### src/rtl/nn_mac_pkg.sv
// Shared definitions for the NN multiply-accumulate datapath: default widths,
// accumulator state encoding and the unsigned saturation helper.
package nn_mac_pkg;

  localparam int PROD_W_DEF = 64;
  localparam int OUT_W_DEF  = 32;
  localparam int SAT_W      = 128;

  typedef enum logic {
    ACCUM = 1'b0,
    DONE  = 1'b1
  } mac_state_t;

  // Clamp an unsigned value to the largest number representable in width bits.
  function automatic logic [SAT_W-1:0] sat_u(input logic [SAT_W-1:0] value, input int width);
    logic [SAT_W-1:0] max_v;
    max_v = (SAT_W'(1) << width) - SAT_W'(1);
    return (value > max_v) ? max_v : value;
  endfunction

endpackage

### src/rtl/mac_in_reg.sv
// One-deep product register that cuts the multiplier-to-adder timing path.
// Accepts a new beat whenever it is empty or the accumulator is consuming.
module mac_in_reg
  import nn_mac_pkg::*;
#(
  parameter int PROD_W = PROD_W_DEF
) (
  input  logic              clk,
  input  logic              rst_n,
  input  logic              clr,
  input  logic              in_valid,
  input  logic [PROD_W-1:0] in_product,
  input  logic              consume,
  input  logic              accum_state,
  output logic              in_ready,
  output logic [PROD_W-1:0] p_reg,
  output logic              p_vld
);

  logic accept;

  // Only registered state feeds in_ready, so no path from in_valid.
  assign in_ready = !p_vld || accum_state;
  assign accept   = in_valid && in_ready;

  always_ff @(posedge clk or negedge rst_n) begin
    if (!rst_n) begin
      p_reg <= '0;
      p_vld <= 1'b0;
    end else if (clr) begin
      p_vld <= 1'b0;
    end else if (accept) begin
      p_reg <= in_product;
      p_vld <= 1'b1;
    end else if (consume) begin
      p_vld <= 1'b0;
    end
  end

endmodule

### src/rtl/mac_accumulator.sv
// Sums VEC_LEN consecutive unsigned products into one dot-product result and
// presents it as exact sum, 32-bit saturated value and overflow flag.
//
// state | meaning
// ACCUM | adding registered products into acc, counting beats
// DONE  | result held in acc, waiting for out_ready
module mac_accumulator
  import nn_mac_pkg::*;
#(
  parameter int PROD_W  = PROD_W_DEF,
  parameter int OUT_W   = OUT_W_DEF,
  parameter int VEC_LEN = 16,
  parameter int ACC_W   = 68
) (
  input  logic              clk,
  input  logic              rst_n,
  input  logic              clr,
  input  logic              in_valid,
  output logic              in_ready,
  input  logic [PROD_W-1:0] in_product,
  output logic              out_valid,
  input  logic              out_ready,
  output logic [ACC_W-1:0]  out_sum,
  output logic [OUT_W-1:0]  out_sat,
  output logic              out_ovf
);

  localparam int CNT_W = (VEC_LEN > 1) ? $clog2(VEC_LEN) : 1;
  localparam logic [CNT_W-1:0] CNT_LAST = CNT_W'(VEC_LEN - 1);

  if (VEC_LEN < 1 || VEC_LEN > 65536) begin : g_vec_len_chk
    $error("mac_accumulator: VEC_LEN out of range 1..65536");
  end
  if (ACC_W < PROD_W + $clog2(VEC_LEN)) begin : g_acc_w_chk
    $error("mac_accumulator: ACC_W too narrow for PROD_W and VEC_LEN");
  end
  if (ACC_W <= OUT_W || ACC_W > SAT_W) begin : g_out_w_chk
    $error("mac_accumulator: ACC_W must exceed OUT_W and fit the saturation helper");
  end

  mac_state_t        state;
  logic [ACC_W-1:0]  acc;
  logic [CNT_W-1:0]  cnt;
  logic [PROD_W-1:0] p_reg;
  logic              p_vld;
  logic              consume;

  assign consume = (state == ACCUM) && p_vld;

  mac_in_reg #(
    .PROD_W (PROD_W)
  ) u_in_reg (
    .clk         (clk),
    .rst_n       (rst_n),
    .clr         (clr),
    .in_valid    (in_valid),
    .in_product  (in_product),
    .consume     (consume),
    .accum_state (state == ACCUM),
    .in_ready    (in_ready),
    .p_reg       (p_reg),
    .p_vld       (p_vld)
  );

  always_ff @(posedge clk or negedge rst_n) begin
    if (!rst_n) begin
      state <= ACCUM;
      acc   <= '0;
      cnt   <= '0;
    end else if (clr) begin
      state <= ACCUM;
      acc   <= '0;
      cnt   <= '0;
    end else begin
      case (state)
        ACCUM: begin
          if (p_vld) begin
            // First beat of a vector overwrites the previous result.
            acc <= (cnt == '0) ? ACC_W'(p_reg) : acc + ACC_W'(p_reg);
            if (cnt == CNT_LAST) begin
              cnt   <= '0;
              state <= DONE;
            end else begin
              cnt <= cnt + CNT_W'(1);
            end
          end
        end
        DONE: begin
          if (out_ready) state <= ACCUM;
        end
        default: state <= ACCUM;
      endcase
    end
  end

  assign out_valid = (state == DONE);
  assign out_sum   = acc;
  assign out_sat   = OUT_W'(sat_u(SAT_W'(acc), OUT_W));
  assign out_ovf   = |acc[ACC_W-1:OUT_W];

endmodule
### config.mk
export PLATFORM = sky130hd
export DESIGN_NAME = mac_accumulator
export DESIGN_NICKNAME = d
export VERILOG_FILES = /design/src/rtl/nn_mac_pkg.sv /design/src/rtl/mac_in_reg.sv /design/src/rtl/mac_accumulator.sv
export SDC_FILE = /design/constraint.sdc
export NUM_CORES = 1
export LEC_CHECK = 0
export CAP_MARGIN = 20
export CORE_MARGIN = 1
export CORE_UTILIZATION = 45
export DETAILED_ROUTE_END_ITERATION = 10
export DONT_BUFFER_PORTS = 1
export GPL_TIMING_DRIVEN = 0
export PLACE_DENSITY = 0.6
export SYNTH_ARGS = -nofsm -noshare
export SYNTH_HDL_FRONTEND = slang
export SYNTH_HIERARCHICAL = 1
export SYNTH_SLANG_ARGS = --single-unit
### constraint.sdc
create_clock -name clk -period 3.83 [get_ports clk]
set_input_delay 0.766 -clock clk [delete_from_list [all_inputs] [get_ports clk]]
set_output_delay 0.766 -clock clk [all_outputs]
set_load 0.1 [all_outputs]
=== Word-level counts from Yosys, hierarchy flattened ===
Index checks and enable logic that the tools add are counted.

* Register bits: 138

* Order comparisons: 1
* Add/subtract/negate cells: 2
* Eq/ne operators: 2
* Bitwise logic cells: 2
* Reduce and logical (&&, ||, !) cells: 10
* Multiplexer cells: 17

{| class="wikitable"
|+ Operator list
! kind !! number
|-
| $mux 68 || 4
|-
| $add 68x64->68 || 1
|-
| $gt 68x32->1 const B || 1
|-
| $reduce_or 36->1 || 1
|-
| $mux 32 || 1
|-
| $mux 4 || 4
|-
| $mux 1 || 7
|-
| $add 4x1->4 const B || 1
|-
| $eq 4x4->1 const B || 1
|-
| $logic_not 4->1 || 1
|-
| $reduce_and 2->1 || 2
|-
| $reduce_bool 3->1 || 1
|-
| $logic_and 1x1->1 || 2
|-
| $ne 2x2->1 const B || 1
|-
| $not 1->1 || 2
|-
| $pmux 1 s2 || 1
|-
| $reduce_bool 2->1 || 1
|-
| $logic_not 1->1 || 1
|-
| $logic_or 1x1->1 || 1
|}

=== Depth between registers and ports, before layout ===
* Depth after elaboration: 5
* Mapped depth: 14

=== Cells and area by module ===
Netlist, hierarchy kept.

{| class="wikitable"
|+ By module, submodules not included
! module !! times used !! area each (sq um) !! cells an instance !! sequential area each (sq um)
|-
| mac_accumulator || 1 || 7662.3 || 1038 || 1826.8
|-
| mac_in_reg || 1 || 2753.9 || 141 || 1626.6
|}

=== Worst setup path before layout ===
OpenSTA, ideal clock, no wires.

* Kind: reg2reg
* Start: register acc[0] (netlist: out_sum[0])
* End: register acc[60] (netlist: out_sum[60])
* Path slack: -76 ps
* Required time: 3705 ps
* Cell stages (with the launch flop): 15
* Arrival time: 3781 ps
* Cell sequence: dfrtp_1 > ha_1 > inv_1 > fa_1 > nor2b_1 > o31a_1 > o21ai_0 > o21ai_0 > or3b_2 > a311oi_1 > o31ai_1 > nand2_1 > a221oi_1 > xor2_1 > a2111oi_0

* Word-level cells in the longest chain between the ends: 5

{| class="wikitable"
|+ RTL lines
! element !! RTL line !! source
|-
| start: declaration || mac_accumulator.sv:42 || <nowiki>logic [ACC_W-1:0] acc;</nowiki>
|-
| start signal: assignment || mac_accumulator.sv:79 || <nowiki>acc <= (cnt == '0) ? ACC_W'(p_reg) : acc + ACC_W'(p_reg);</nowiki>
|-
| $add 68x64->68 || mac_accumulator.sv:79 ||
|-
| $mux 68 || mac_accumulator.sv:79 ||
|-
| $mux 68 || mac_accumulator.sv:77 || <nowiki>if (p_vld) begin</nowiki>
|-
| $mux 68 || mac_accumulator.sv:75 || <nowiki>case (state)</nowiki>
|-
| $mux 68 || mac_accumulator.sv:70 || <nowiki>end else if (clr) begin</nowiki>
|}

Every way passes these cells. The select of a mux whose other input is x is not followed.
A chain may end at the register's enable or synchronous reset.

=== Worst setup path in the final report ===
* Start: register acc[2] (netlist: out_sum[2])
* End: register acc[65] (netlist: out_sum[65])

Same word-level chain as after synthesis.

==> impl_summary.log <==
[metrics] Fin Clk Skew: 10.3 ps
[metrics] failing checks: negative setup slack
[metrics] ranking of synthesized cells by area: dfrtp_1 (33%), mux2_4 (8.6%), ha_1 (7.9%)
[metrics] detailed-route wire length per cell: 22.9 um
[metrics] final hold violations: 0
[metrics] count of pins on the block boundary: 172
[metrics] final worst-path cycle share: 102%
[metrics] clock network fraction of design power: 28.1%
[metrics] Total GRT Usage: 29.8%
[metrics] shortest clock period the worst path allows after layout: 3910 ps
[metrics] worst-case clock buffer depth: 2
[metrics] starting density of the core: 46.0%
[metrics] VDD IR-drop max: 245 uV
[metrics] Die X-Extent: 154 um
[metrics] number of max-cap violations: 0
[metrics] post-synthesis average cell area: 8.83 sq um
[metrics] Reg-to-Reg End: out_sum[65]
[metrics] Reg-to-Reg Start: out_sum[2]
[metrics] final layout net count: 1,370
[metrics] Internal: 3.71 mW
[metrics] count of H-tree levels built during CTS: 4
[metrics] worst endpoint data arrival time: 4260 ps
[metrics] # fillers: 2,062
[metrics] maximum fanout encountered on the critical timing path: 4
[metrics] largest net degree at the start of global routing: 139
[metrics] area fraction of the dominant cell type after synthesis: 33.2%
[metrics] core region area: 0.0226 sq mm
[metrics] count of distinct cell types in the synthesized netlist: 67
[metrics] minimum setup slack in the final design: -80.5 ps
[metrics] Worst R2R Path Depth: 12
[metrics] status: finished with violations
[metrics] count of antenna-violating nets left after detailed routing: 0
[metrics] Gate power share: 35.0%
[metrics] crit end category: register
[metrics] Critical Path, Cell by Cell: ha_4 -> o21ai_2 -> or4_4 -> nand2_4 -> a211oi_4 -> o221a_4 -> o21a_4 -> o31ai_4 -> a31oi_4 -> o31a_1 -> or4_4 -> a31oi_1
[metrics] power density over cell area: 509 mW/mm^2
[metrics] DP HPWL: 25,200 um
[metrics] launching instance or port of the critical path: out_sum[2]
[metrics] cell area after technology mapping: 0.0104 sq mm
[metrics] max frequency: 256 MHz
[metrics] max incr delay on CP: 630 ps
[metrics] wire length of the first global-routing pass: 53,900 um
[metrics] Slew @ Worst Pin: 1010 ps
[metrics] # rows: 55
[metrics] number of diodes added for antenna fixing: 0
[metrics] Yosys warnings: 6
[metrics] Clock Sinks: 138
[metrics] flip-flop count of the largest register, all copies and words added: 68
[metrics] clock tree root driver cell: clkbuf_16
[metrics] routability congestion estimate: 0.957
[metrics] power share of the sequential group: 36.9%
[metrics] register clock-pin slew on the reported worst setup and hold paths: 60 ps
[metrics] class of the tightest hold or removal check: input pin to asynchronous set/reset pin
[metrics] overall routed net length: 35,200 um
[metrics] CP dominant cell by count: or4_4
[metrics] CTS Buf Count: 17
[metrics] Hold WS: 23.5 ps
[metrics] die boundary height: 154 um
[metrics] ys async rst share: 100%
[metrics] endpoints failing setup: 1
[metrics] Die Outline Area: 0.0238 sq mm
[metrics] ratio of cells with drive above 1 in the final layout: 26.3%
[metrics] post-synth top area cell: dfrtp_1
[metrics] # port buffers: 0
[metrics] area overhead of the layout relative to synthesis: 20.6%
[metrics] max_slew headroom: 32.6%
[metrics] vias in the first global route: 8,952
[metrics] first-pass iteration count of the detailed router: 5
[metrics] max-slew violations: 0
[metrics] power spent charging and discharging nets: 2.69 mW
[metrics] DRC violations left: 0
[metrics] sequential element share of the synthesized area: 33.2%
[metrics] CP Class: register to register
[metrics] clock tree from TritonCTS: built
[metrics] antenna violations before repair: 0
[metrics] number of standard cells in the layout, taps in and fillers out: 1,532
[metrics] dominant synthesized flop cell: dfrtp_1
[metrics] grt total ovfl: 0
[metrics] switching share of power: 42.0%
[metrics] vias per cell: 6.23
[metrics] total nets after synthesis: 1,315
[metrics] required time of the critical path: 4180 ps
[metrics] Leakage Power: 5.16 nW
[metrics] FF-to-FF setup slack: -80 ps
[metrics] cts-stage hold buffer count: 0
[metrics] register bit total from synthesis: 138
[metrics] count of vias placed by the detailed router: 9,549
[metrics] total chip power: 6.40 mW
[metrics] EDFF count, synth: 0
[metrics] final design utilization: 55.5%
[metrics] setup repair after global routing missed its margin: true
[metrics] Gate Count Post-Synth: 1,179
[metrics] iteration-0 DRC count of the detailed router: 893
[metrics] cell with the largest stage delay on the worst path: dfrtp_4
[metrics] number of placed instances, taps included: 1,464
[metrics] source-to-sink clock delay at the later pin of the worst-skew pair: 430 ps
[metrics] type of element launching the critical path: register
kinds of logic after synthesis:
kind of cell / after synthesis / synth area share (%)
DFF: 138 / 33.2
adders and majority gates: 67 / 8.12
xor gates and xnor gates: 58 / 4.88
buffers and inverters: 98 / 4.80
and+or+nand+nor: 413 / 18.2
AOI/OAI and AO/OA: 340 / 21.7
muxes: 65 / 9.18
cell usage after synthesis, drive strengths merged (18+ instances only):
| cell | number |
|---|---|
| a21oi | 99 |
| dfrtp | 138 |
| a211oi | 23 |
| clkbuf | 61 |
| nor2 | 109 |
| a311oi | 28 |
| inv | 18 |
| mux2 | 64 |
| xnor2 | 35 |
| nand2 | 160 |
| a21o | 39 |
| a31oi | 23 |
| nand2b | 34 |
| xor2 | 23 |
| buf | 19 |
| o21ai | 58 |
| nand3 | 27 |
| ha | 66 |
| nand4 | 23 |
stage by stage:
| step | TNS [ps] | worst slack [ps] | instance area (sq um) |
|---|---|---|---|
| 2_1_floorplan | 0 | 1.00 | 10400 |
| 3_3_place_gp | -56910 | -1650 | 10800 |
| 3_5_place_dp | -41460 | -1170 | 10800 |
| 4_1_cts | 0 | 2.69 | 11900 |
| 5_1_grt | -275 | -131 | 12600 |
| 6_report | -80.5 | -80.5 | 12600 |
cells in the final DEF (no fill, tap or decap), drive strengths merged, types with 5 or more instances in the layout:
| cell type | instances |
|---|---|
| nor2 | 109 |
| nand2b | 34 |
| a21o | 39 |
| o21a | 11 |
| o21ai | 58 |
| nand4 | 23 |
| nand3 | 27 |
| a21oi | 99 |
| dfrtp | 138 |
| xor2 | 23 |
| and2 | 6 |
| o31ai | 5 |
| nand2 | 160 |
| a311oi | 28 |
| a211oi | 23 |
| o211ai | 7 |
| nor3 | 13 |
| and3 | 10 |
| xnor2 | 35 |
| buf | 58 |
| mux2 | 64 |
| clkbuf | 80 |
| ha | 66 |
| nor4 | 12 |
| a31oi | 23 |
| o21bai | 13 |
| or4 | 5 |
| inv | 17 |
| nor2b | 6 |
timing repair:
| item | CTS | global route |
|---|---|---|
| buffers inserted | 9 | 36 |
| pin swaps | 21 | 49 |
| gates resized for setup | 147 | 80 |
| endpoints found under the setup margin | 64 | 39 |
routing by layer:
layer	up-vias	GRT usage (%)	routed length [um]
li1	4390	-	-
met3	50	6.99	3110
met1	4689	43.3	16300
met5	-	0	0
met4	0	6.38	733
met2	420	44.5	15100
power by group through the flow:
stage | Sequential, mW | Clock [mW] | Combinational, mW
after floorplan | 2.23 | 0 | 1.50
after global placement | 2.32 | 0 | 1.87
after detailed placement | 2.32 | 0 | 1.89
after CTS | 2.33 | 1.81 | 1.98
after global routing | 2.39 | 1.88 | 2.44
final | 2.36 | 1.80 | 2.24
critical path: cells and delay by family, from the launching register on:
kind | cells | cell delay [ps]
fa+ha+maj | 1 | 360
simple gates | 3 | 1140
compound gates | 8 | 1690
flops | 1 | 630
how the worst max path moves through the flow:
| stage | slack (ps) | cells after the start | to |
|---|---|---|---|
| 2_1_floorplan | 1 | 12 | out_sum[65] |
| 3_3_place_gp | -1650 | 5 | out_sat[28] |
| 3_5_place_dp | -1170 | 5 | out_sat[28] |
| 4_1_cts | 3 | 13 | out_sum[65] |
| 5_1_grt | -130 | 12 | out_sum[65] |
| 6_report | -80 | 12 | out_sum[65] |
cell type report:
class | instances | area (sq um) | area share [%]
buffer | 71 | 398 | 3.17
clock buffer | 22 | 484 | 3.85
timing repair buffer | 45 | 350 | 2.79
tap | 285 | 357 | 2.84
multi-input combinational | 943 | 7140 | 56.8
sequential | 138 | 3620 | 28.8
clock inverter | 10 | 140 | 1.12
inverter | 18 | 71.3 | 0.568
No activity file was read; power rests on OpenSTA's default activity.
